$ cat config.mk
export PLATFORM = sky130hd
export DESIGN_NAME = sr_excitation_driver_flat
export DESIGN_NICKNAME = d
export VERILOG_FILES = /design/src/rtl/sr_excitation_driver_if.sv /design/src/rtl/sr_excitation_driver.sv /design/src/flat_wrapper.sv
export SDC_FILE = /design/constraint.sdc
export NUM_CORES = 1
export LEC_CHECK = 0
export ABC_AREA = 1
export CORE_UTILIZATION = 40
export CTS_CLUSTER_SIZE = 10
export DETAILED_ROUTE_END_ITERATION = 8
export MAX_ROUTING_LAYER = met4
export SLEW_MARGIN = 30
export SYNTH_ARGS = -nofsm -noshare
export SYNTH_HDL_FRONTEND = slang
export SYNTH_SLANG_ARGS = --single-unit
$ cat constraint.sdc
create_clock -name clk -period 2.3 [get_ports clk]
set_input_delay 0.69 -clock clk [delete_from_list [all_inputs] [get_ports clk]]
set_output_delay 0.69 -clock clk [all_outputs]
set_load 0.01 [all_outputs]
$ cat src/rtl/sr_excitation_driver_if.sv
// Command/read-back bundle between a requester, the excitation driver and the SR flip-flop bank.
interface sr_excitation_driver_if #(
  parameter int WIDTH     = 4,
  parameter int MAX_RETRY = 3
);
  localparam int RCW = (MAX_RETRY > 0) ? $clog2(MAX_RETRY + 1) : 1;

  logic             tgt_valid;
  logic [WIDTH-1:0] tgt_data;
  logic             tgt_ready;
  logic [WIDTH-1:0] q_fb;
  logic [WIDTH-1:0] s;
  logic [WIDTH-1:0] r;
  logic             busy;
  logic             done;
  logic             err;
  logic [RCW-1:0]   retry_cnt;

  modport master (
    output tgt_valid, tgt_data, q_fb,
    input  tgt_ready, s, r, busy, done, err, retry_cnt
  );

  modport slave (
    input  tgt_valid, tgt_data, q_fb,
    output tgt_ready, s, r, busy, done, err, retry_cnt
  );
endinterface

$ cat src/rtl/sr_excitation_driver.sv
// Drives per-bit s/r pulses to move an SR flip-flop bank to a requested state,
// verifies the read-back after a settle window and retries or flags an error.
module sr_excitation_driver #(
  parameter int WIDTH         = 4,
  parameter int PULSE_CYCLES  = 1,
  parameter int SETTLE_CYCLES = 2,
  parameter int MAX_RETRY     = 3
) (
  input logic                   clk,
  input logic                   rst_n,
  sr_excitation_driver_if.slave bus
);

  localparam int RCW  = (MAX_RETRY > 0) ? $clog2(MAX_RETRY + 1) : 1;
  localparam int CMAX = (PULSE_CYCLES > SETTLE_CYCLES) ? PULSE_CYCLES : SETTLE_CYCLES;
  localparam int CW   = $clog2(CMAX + 1);

  localparam logic [CW-1:0]  PULSE_LAST  = CW'(PULSE_CYCLES - 1);
  localparam logic [CW-1:0]  SETTLE_LAST = CW'(SETTLE_CYCLES - 1);
  localparam logic [RCW-1:0] RETRY_MAX   = RCW'(MAX_RETRY);

  typedef enum logic [1:0] {
    IDLE   = 2'd0,
    DRIVE  = 2'd1,
    SETTLE = 2'd2
  } state_e;

  state_e           state_q, state_d;
  logic [WIDTH-1:0] tgt_q,   tgt_d;
  logic [WIDTH-1:0] s_q,     s_d;
  logic [WIDTH-1:0] r_q,     r_d;
  logic [CW-1:0]    cnt_q,   cnt_d;
  logic [RCW-1:0]   retry_q, retry_d;
  logic             done_q,  done_d;
  logic             err_q,   err_d;
  logic             accept;

  // Set only bits that must rise, reset only bits that must fall; the two masks are disjoint.
  function automatic logic [WIDTH-1:0] set_mask(input logic [WIDTH-1:0] t,
                                                 input logic [WIDTH-1:0] q);
    return t & ~q;
  endfunction

  function automatic logic [WIDTH-1:0] reset_mask(input logic [WIDTH-1:0] t,
                                                   input logic [WIDTH-1:0] q);
    return ~t & q;
  endfunction

  assign accept = bus.tgt_valid && (state_q == IDLE);

  always_comb begin
    state_d = state_q;
    tgt_d   = tgt_q;
    s_d     = '0;
    r_d     = '0;
    cnt_d   = cnt_q;
    retry_d = retry_q;
    done_d  = 1'b0;
    err_d   = 1'b0;
    case (state_q)
      IDLE: begin
        if (accept) begin
          tgt_d   = bus.tgt_data;
          retry_d = '0;
          cnt_d   = '0;
          if (bus.q_fb == bus.tgt_data) begin
            done_d = 1'b1;
          end else begin
            s_d     = set_mask(bus.tgt_data, bus.q_fb);
            r_d     = reset_mask(bus.tgt_data, bus.q_fb);
            state_d = DRIVE;
          end
        end
      end
      DRIVE: begin
        if (cnt_q == PULSE_LAST) begin
          cnt_d   = '0;
          state_d = SETTLE;
        end else begin
          cnt_d = cnt_q + 1'b1;
          s_d   = s_q;
          r_d   = r_q;
        end
      end
      SETTLE: begin
        if (cnt_q == SETTLE_LAST) begin
          cnt_d = '0;
          if (bus.q_fb == tgt_q) begin
            done_d  = 1'b1;
            state_d = IDLE;
          end else if (retry_q < RETRY_MAX) begin
            // Re-drive from the current read-back so only still-wrong bits pulse.
            retry_d = retry_q + 1'b1;
            s_d     = set_mask(tgt_q, bus.q_fb);
            r_d     = reset_mask(tgt_q, bus.q_fb);
            state_d = DRIVE;
          end else begin
            err_d   = 1'b1;
            state_d = IDLE;
          end
        end else begin
          cnt_d = cnt_q + 1'b1;
        end
      end
      default: begin
        state_d = IDLE;
        cnt_d   = '0;
      end
    endcase
  end

  always_ff @(posedge clk or negedge rst_n) begin
    if (!rst_n) begin
      state_q <= IDLE;
      tgt_q   <= '0;
      s_q     <= '0;
      r_q     <= '0;
      cnt_q   <= '0;
      retry_q <= '0;
      done_q  <= 1'b0;
      err_q   <= 1'b0;
    end else begin
      state_q <= state_d;
      tgt_q   <= tgt_d;
      s_q     <= s_d;
      r_q     <= r_d;
      cnt_q   <= cnt_d;
      retry_q <= retry_d;
      done_q  <= done_d;
      err_q   <= err_d;
    end
  end

  assign bus.tgt_ready = (state_q == IDLE);
  assign bus.busy      = (state_q != IDLE);
  assign bus.s         = s_q;
  assign bus.r         = r_q;
  assign bus.done      = done_q;
  assign bus.err       = err_q;
  assign bus.retry_cnt = retry_q;

endmodule
$ cat src/flat_wrapper.sv
// flat-port wrapper written by rule: the top's interface ports become plain ports
module sr_excitation_driver_flat 
#(
  parameter int WIDTH         = 4,
  parameter int PULSE_CYCLES  = 1,
  parameter int SETTLE_CYCLES = 2,
  parameter int MAX_RETRY     = 3
)
  (clk, rst_n, bus_tgt_valid, bus_tgt_data, bus_q_fb, bus_tgt_ready, bus_s, bus_r, bus_busy, bus_done, bus_err, bus_retry_cnt);
  sr_excitation_driver_if #(.WIDTH(WIDTH), .MAX_RETRY(MAX_RETRY)) bus_i ();
  input logic clk;
  input logic rst_n;
  input wire logic [$bits(bus_i.tgt_valid)-1:0] bus_tgt_valid;
  input wire logic [$bits(bus_i.tgt_data)-1:0] bus_tgt_data;
  input wire logic [$bits(bus_i.q_fb)-1:0] bus_q_fb;
  output wire logic [$bits(bus_i.tgt_ready)-1:0] bus_tgt_ready;
  output wire logic [$bits(bus_i.s)-1:0] bus_s;
  output wire logic [$bits(bus_i.r)-1:0] bus_r;
  output wire logic [$bits(bus_i.busy)-1:0] bus_busy;
  output wire logic [$bits(bus_i.done)-1:0] bus_done;
  output wire logic [$bits(bus_i.err)-1:0] bus_err;
  output wire logic [$bits(bus_i.retry_cnt)-1:0] bus_retry_cnt;
  assign bus_i.tgt_valid = bus_tgt_valid;
  assign bus_i.tgt_data = bus_tgt_data;
  assign bus_i.q_fb = bus_q_fb;
  assign bus_tgt_ready = bus_i.tgt_ready;
  assign bus_s = bus_i.s;
  assign bus_r = bus_i.r;
  assign bus_busy = bus_i.busy;
  assign bus_done = bus_i.done;
  assign bus_err = bus_i.err;
  assign bus_retry_cnt = bus_i.retry_cnt;
  sr_excitation_driver #(.WIDTH(WIDTH), .PULSE_CYCLES(PULSE_CYCLES), .SETTLE_CYCLES(SETTLE_CYCLES), .MAX_RETRY(MAX_RETRY)) u_core (.clk(clk), .rst_n(rst_n), .bus(bus_i));
endmodule
==> impl_metrics.py, run 1 <==
metrics = {
    "run_status": {
        "status": "finished clean",
    },
    "worst_setup_path": {
        "worstPathCellList": "inv_1 > ha_4 > inv_2 > dlygate4sd2_1",
        "crit_arrival_ns": 1.39,
        "max_stage_delay_ns": 0.41,
        "cp-end-kind": "output port",
        "required_ns": 1.61,
        "crit_slowest_cell": "dfrtp_1",
        "cp-start-kind": "flop",
        "cp_max_fo": 5,
        "path_class": "flop to output port",
    },
    "drt": {
        "dr.pass1.iters": 4,
        "via_per_inst": 4.50,
        "drc": 0,
        "via_count": 1207,
        "drt-initial-drc-count": 38,
        "final_antenna_net_count": 0,
        "routedWlPerCell_um": 11.2,
        "totalWireLength_um": 3010,
    },
    "global_routing": {
        "grt_use_total": 0.188,
        "first_global_vias": 1164,
        "grt_max_degree": 21,
        "antenna_found_initial": 0,
        "grt_pass1_wl_um": 5120,
        "overflow": 0,
    },
    "finish": {
        "n_fill_cell": 315,
        "syn_to_final_growth_pct": 27.8,
        "nets": 258,
        "multi_input_area_um2": 816,
        "fin_area_um2": 1840,
        "seqCellArea_um2": 500,
        "antennaDiodeCount": 0,
        "drive_above_1_share": 0.126,
    },
    "yosys": {
        "syn_avg_cell_area_um2": 7.69,
        "synth_compound_area_frac": 0.0548,
        "yosys_warnings": 0,
        "netlist_instances": 187,
        "synthMuxAreaShare": 0,
        "synthDistinctLibCells": 20,
        "syn_nets": 222,
        "synthAdderAreaFrac": 0.209,
        "synthXorXnorAreaFrac": 0,
        "synthTopCellsByArea": "dfrtp_1, ha_1, nand2_1, inv_1, nand3_1",
        "synth_top_area_frac": 0.348,
        "yosysSeqAreaShare": 0.348,
        "ys_ff_latch": 20,
        "synth_top_family_by_area": "simple AND/OR/NAND/NOR gates",
        "synthesis.area_um2": 1440,
        "synth_top_area_cell": "dfrtp_1",
        "yosys.area_share.simple": 0.295,
    },
    "clocking": {
        "root_buffer": "clkbuf_4",
        "numClockSinks": 20,
        "cts_buffers": 3,
        "clk_path_buf_depth": 2,
        "h-tree-depth": 1,
        "clk_pin_slew_ns": 0.12,
        "clkLatencyLatePin_ns": 0.31,
        "cts_tree": "done",
    },
    "placement": {
        "detailed_place_hpwl_um": 2300,
        "numPortBuffers": 24,
        "place_congestion": 0.870,
        "place_area_um2": 1770,
        "post-place-ws_ns": -0.0102,
    },
    "sta": {
        "maxSlewViolCount": 0,
        "slew_headroom": 0.762,
        "layout_setup_ws_ns": 0.216,
        "fin_crit_sh": 0.906,
        "setup_viol": 0,
        "skew_ns": 0.00826,
        "hold_viol": 0,
        "period_needed_ns": 2.08,
        "worst_pin_slew_ns": 0.357,
        "fmax_ghz": 0.480,
        "rsz0062_at_grt": "no",
    },
    "power": {
        "p_per_area_nw_per_um2": 845,
        "internal_power_mw": 0.879,
        "leakagePower_nw": 1.04,
        "power_mw": 1.55,
        "ir_worst_vdd_uv": 581,
        "switching_share": 0.435,
        "combPwrFrac": 0.543,
        "p_switching_mw": 0.676,
        "clkPwrFrac": 0.136,
        "power_frac_seq": 0.321,
    },
    "floorplan": {
        "die_w_um": 62.0,
        "core_area_um2": 3390,
        "initial_core_util": 0.425,
        "fp.dieH_um": 62.0,
        "rows": 21,
        "die-area_um2": 3840,
        "pin_count": 25,
    },
    "job": {
        "drv_cap": 0,
    },
    "hold_path": {
        "hp-class": "flop to flop",
    },
}
[stage by stage]
step           instances  setup TNS, ns  hold WS (ns)   util
2_1_floorplan        187              0         0.394      -
3_3_place_gp         262              0         0.463  0.523
3_5_place_dp         262        -0.0102         0.467  0.523
4_1_cts              268              0         0.498  0.542
5_1_grt              268              0         0.519  0.543
6_report             268              0         0.493  0.543
[synth_stat cells]
| cell type | n |
|---|---|
| nand2_1 | 68 |
| inv_1 | 30 |
| ha_1 | 24 |
| dfrtp_1 | 20 |
| nand3_1 | 11 |
| o21ai_0 | 11 |
| nand2_2 | 4 |
| inv_2 | 3 |
| o21ai_1 | 3 |
| nor2_1 | 2 |
| nor2_2 | 2 |
| buf_4 | 1 |
| clkinv_1 | 1 |
| nand2_4 | 1 |
| nand3_2 | 1 |
| nor2_8 | 1 |
| nor3_1 | 1 |
| nor3_4 | 1 |
| o21ai_2 | 1 |
| or2_1 | 1 |
[cell usage in the layout (no fill, tap or decap), drive strengths merged]
master | synthesis | routed
dlygate4sd2 | 0 | 1
clkdlybuf4s50 | 0 | 22
nor2 | 5 | 5
o21ai | 15 | 15
buf | 1 | 8
inv | 33 | 33
dlymetal6s2s | 0 | 1
clkinv | 1 | 1
dfrtp | 20 | 20
or2 | 1 | 1
nor3 | 2 | 2
ha | 24 | 24
nand3 | 12 | 12
nand2 | 73 | 73
clkbuf | 0 | 4
[metal layers]
| metal | up-vias | track usage | part of all wire |
|---|---|---|---|
| li1 | 643 | - | - |
| met1 | 539 | 0.244 | 0.49 |
| met2 | 21 | 0.305 | 0.48 |
| met3 | 4 | 0.0269 | 0.020 |
| met4 | 0 | 0.0540 | 0.011 |
| met5 | - | - | 0 |
[cells by family (layout without fill, tap and decap cells)]
logic type | Yosys count | count (layout)
flops | 20 | 20
fa+ha+maj | 24 | 24
simple gates | 93 | 93
buf+inv | 35 | 70
compound gates | 15 | 15
[worst paths after layout]
kind	startpoint	end	slack, ns	cells after the start
min reg2reg	u_core.bus.r[2]	u_core.bus.r[2]	0.49	2
min in group asynchronous	rst_n	u_core.bus.r[1]	0.71	2
max reg2reg	u_core.cnt_q[1]	u_core.state_q[1]	0.75	8
min	u_core.bus.r[2]	u_core.bus.r[2]	0.49	2
max in group asynchronous	rst_n	u_core.tgt_q[2]	1.37	2
max	u_core.state_q[0]	bus_busy	0.22	4
[power groups by stage]
stage,Sequential [mW],Combinational (mW),Clock [mW]
after floorplan,0.512,0.517,0
after global placement,0.507,0.771,0
after detailed placement,0.511,0.787,0
after CTS,0.496,0.845,0.221
after global routing,0.513,0.958,0.234
final,0.499,0.845,0.211
[sequential cells by signal, indices dropped and copies added (netlist names)]
name and count:
u_core.bus.retry_cnt 2, u_core.bus.done 1, u_core.state_q 2, u_core.bus.s 4, u_core.tgt_q 4, u_core.cnt_q 2, u_core.bus.r 4, u_core.bus.err 1
[repair_timing]
action | 4_1_cts | 5_1_grt
setup endpoints to repair | 2 | 1
buffers inserted | 2 | 0
hold buffers | 0 | 0
gates resized for setup | 3 | 2
cloned | 0 | 0
[critical path, delay by kind of cell (launching register included)]
| family | cells | cell delay [ns] |
|---|---|---|
| buf+inv | 3 | 0.48 |
| flops | 1 | 0.41 |
| fa+ha+maj | 1 | 0.19 |
[area by class of cell]
type                       count  area share
clock buffer                   4      0.0197
inverter                      34      0.0694
multi-input combinational    132       0.444
sequential                    20       0.272
tap                           46      0.0313
timing repair buffer          32       0.164
Note: power is estimated with default switching activity, not from simulation.
==> inputs of run 2 (changes only) <==
Settings changed: GPL_ROUTABILITY_DRIVEN set to 0.
==> results of run 2 <==
The final DEF is identical to that of run 1; final timing and power are the same.
==> inputs of run 3 (changes only) <==
Settings changed: CORE_UTILIZATION 40 to 56, PLACE_DENSITY set to 0.84.
==> run 3 against run 2 <==
  * Power down 1.5%
  * Sequential power up 0.8%
  * Routed wire length up 1.6%
==> impl_metrics.py, run 3 (synthesis gave the netlist of run 1 again) <==
metrics = {
    "global_routing": {
        "antenna_found_initial": 0,
        "grt_use_total": 0.270,
        "grt_pass1_wl_um": 5230,
        "grt_max_degree": 21,
        "overflow": 0,
        "first_global_vias": 1217,
    },
    "job": {
        "drv_cap": 0,
    },
    "worst_setup_path": {
        "path_class": "flop to output port",
        "cp_max_fo": 4,
        "crit_arrival_ns": 1.29,
        "crit_slowest_cell": "clkdlybuf4s50_1",
        "rr_worst_depth": 8,
        "cp-start-kind": "flop",
        "required_ns": 1.61,
        "max_stage_delay_ns": 0.56,
        "cp_top_family": "buffers and inverters",
        "worstPathCellList": "clkdlybuf4s50_1",
        "cp-end-kind": "output port",
        "cp_num_cells": 1,
        "path_buf_inv": 1,
    },
    "drt": {
        "drc": 0,
        "drt-initial-drc-count": 38,
        "totalWireLength_um": 3060,
        "via_count": 1247,
        "via_per_inst": 4.95,
        "dr.pass1.iters": 4,
        "final_antenna_net_count": 0,
        "routedWlPerCell_um": 12.1,
    },
    "floorplan": {
        "initial_core_util": 0.586,
        "pin_count": 25,
        "rows": 18,
        "die-area_um2": 2780,
        "core_area_um2": 2450,
        "fp.dieH_um": 52.7,
        "die_w_um": 52.7,
    },
    "placement": {
        "dp.cells": 247,
        "numPortBuffers": 24,
        "detailed_place_hpwl_um": 2460,
    },
    "clocking": {
        "clk_pin_slew_ns": 0.10,
        "cts_buffers": 3,
        "numClockSinks": 20,
        "root_buffer": "clkbuf_4",
        "h-tree-depth": 1,
        "cts_tree": "done",
        "clkLatencyLatePin_ns": 0.30,
        "clk_path_buf_depth": 2,
    },
    "sta": {
        "maxSlewViolCount": 0,
        "skew_ns": 0.00213,
        "worst_pin_slew_ns": 0.358,
        "fmax_ghz": 0.506,
        "fin_crit_sh": 0.859,
        "tns_ns": 0,
        "period_needed_ns": 1.98,
        "hold_viol": 0,
        "rsz0062_at_grt": "no",
        "slew_headroom": 0.761,
        "setup_viol": 0,
    },
    "finish": {
        "drive_above_1_share": 0.122,
        "antennaDiodeCount": 0,
        "seqCellArea_um2": 500,
        "nets": 259,
        "final_cell_mix": "nand2_1, inv_1, ha_1",
        "multi_input_area_um2": 816,
        "n_fill_cell": 186,
        "syn_to_final_growth_pct": 26.3,
        "layout_commonest_cell": "nand2_1",
        "final_cells": 252,
        "final_core_util": 0.740,
    },
    "power": {
        "leakagePower_nw": 1.04,
        "ir_worst_vdd_uv": 597,
        "p_per_area_nw_per_um2": 843,
        "power_mw": 1.53,
    },
    "run_status": {
        "status": "finished clean",
    },
    "hold_path": {
        "hold_depth": 2,
        "hp-class": "flop to flop",
    },
}
## run 3: changes by cell type in the layout (fill, tap and decap cells not counted)
cell	delta
inv_2	-1
buf_4	+1
clkbuf_8	-1
dlymetal6s2s_1	+1
inv_1	+1
dlygate4sd2_1	-1
## run 3: report_power, final
group	switching, mW	internal, mW
Clock	0.104	0.0612
Sequential	0.0644	0.439
Combinational	0.501	0.362
## run 3: area by class of cell
class,count,area share
inverter,34,0.0702
sequential,20,0.275
timing repair buffer,33,0.172
tap,30,0.0207
clock buffer,3,0.0124
multi-input combinational,132,0.449
## run 3: metal layers
metal / wire [um] / GRT usage
met1: 1260 / 0.295
met2: 1590 / 0.481
met3: 108 / 0.0290
met4: 95 / 0.132
met5: 0 / -
## run 3: final timing paths
kind                                         startpoint                end  slack [ns]
worst min-delay path                    u_core.bus.s[2]    u_core.bus.s[2]        0.49
worst max register to register          u_core.cnt_q[1]  u_core.state_q[1]        0.76
max in group asynchronous                         rst_n    u_core.tgt_q[3]        1.37
min in group asynchronous                         rst_n    u_core.bus.s[2]        0.72
worst min register to register          u_core.bus.s[2]    u_core.bus.s[2]        0.49
worst max-delay path            u_core.bus.retry_cnt[0]   bus_retry_cnt[0]        0.32
## run 3: tightest hold or removal path, stage by stage (launching register included)
cell     delay, ns
dfrtp_1       0.35
nand2_1       0.05
nand2_1       0.06
## run 3: through the flow
stage          worst slack (ns)  cell area [um^2]  hold slack, ns
4_1_cts                  0.0239              1810           0.495
3_5_place_dp             0.0480              1760           0.466
6_report                  0.324              1820           0.487
3_3_place_gp             0.0833              1760           0.463
2_1_floorplan             0.641              1440           0.394
5_1_grt                   0.194              1820           0.524
## run 3: what timing repair did
action,4_1_cts,5_1_grt
hold endpoints to repair,0,0
resized for setup,2,2
cloned,0,0
endpoints found under the setup margin,2,2
pin swaps,0,0
buffers inserted,2,0
hold buffers,0,0
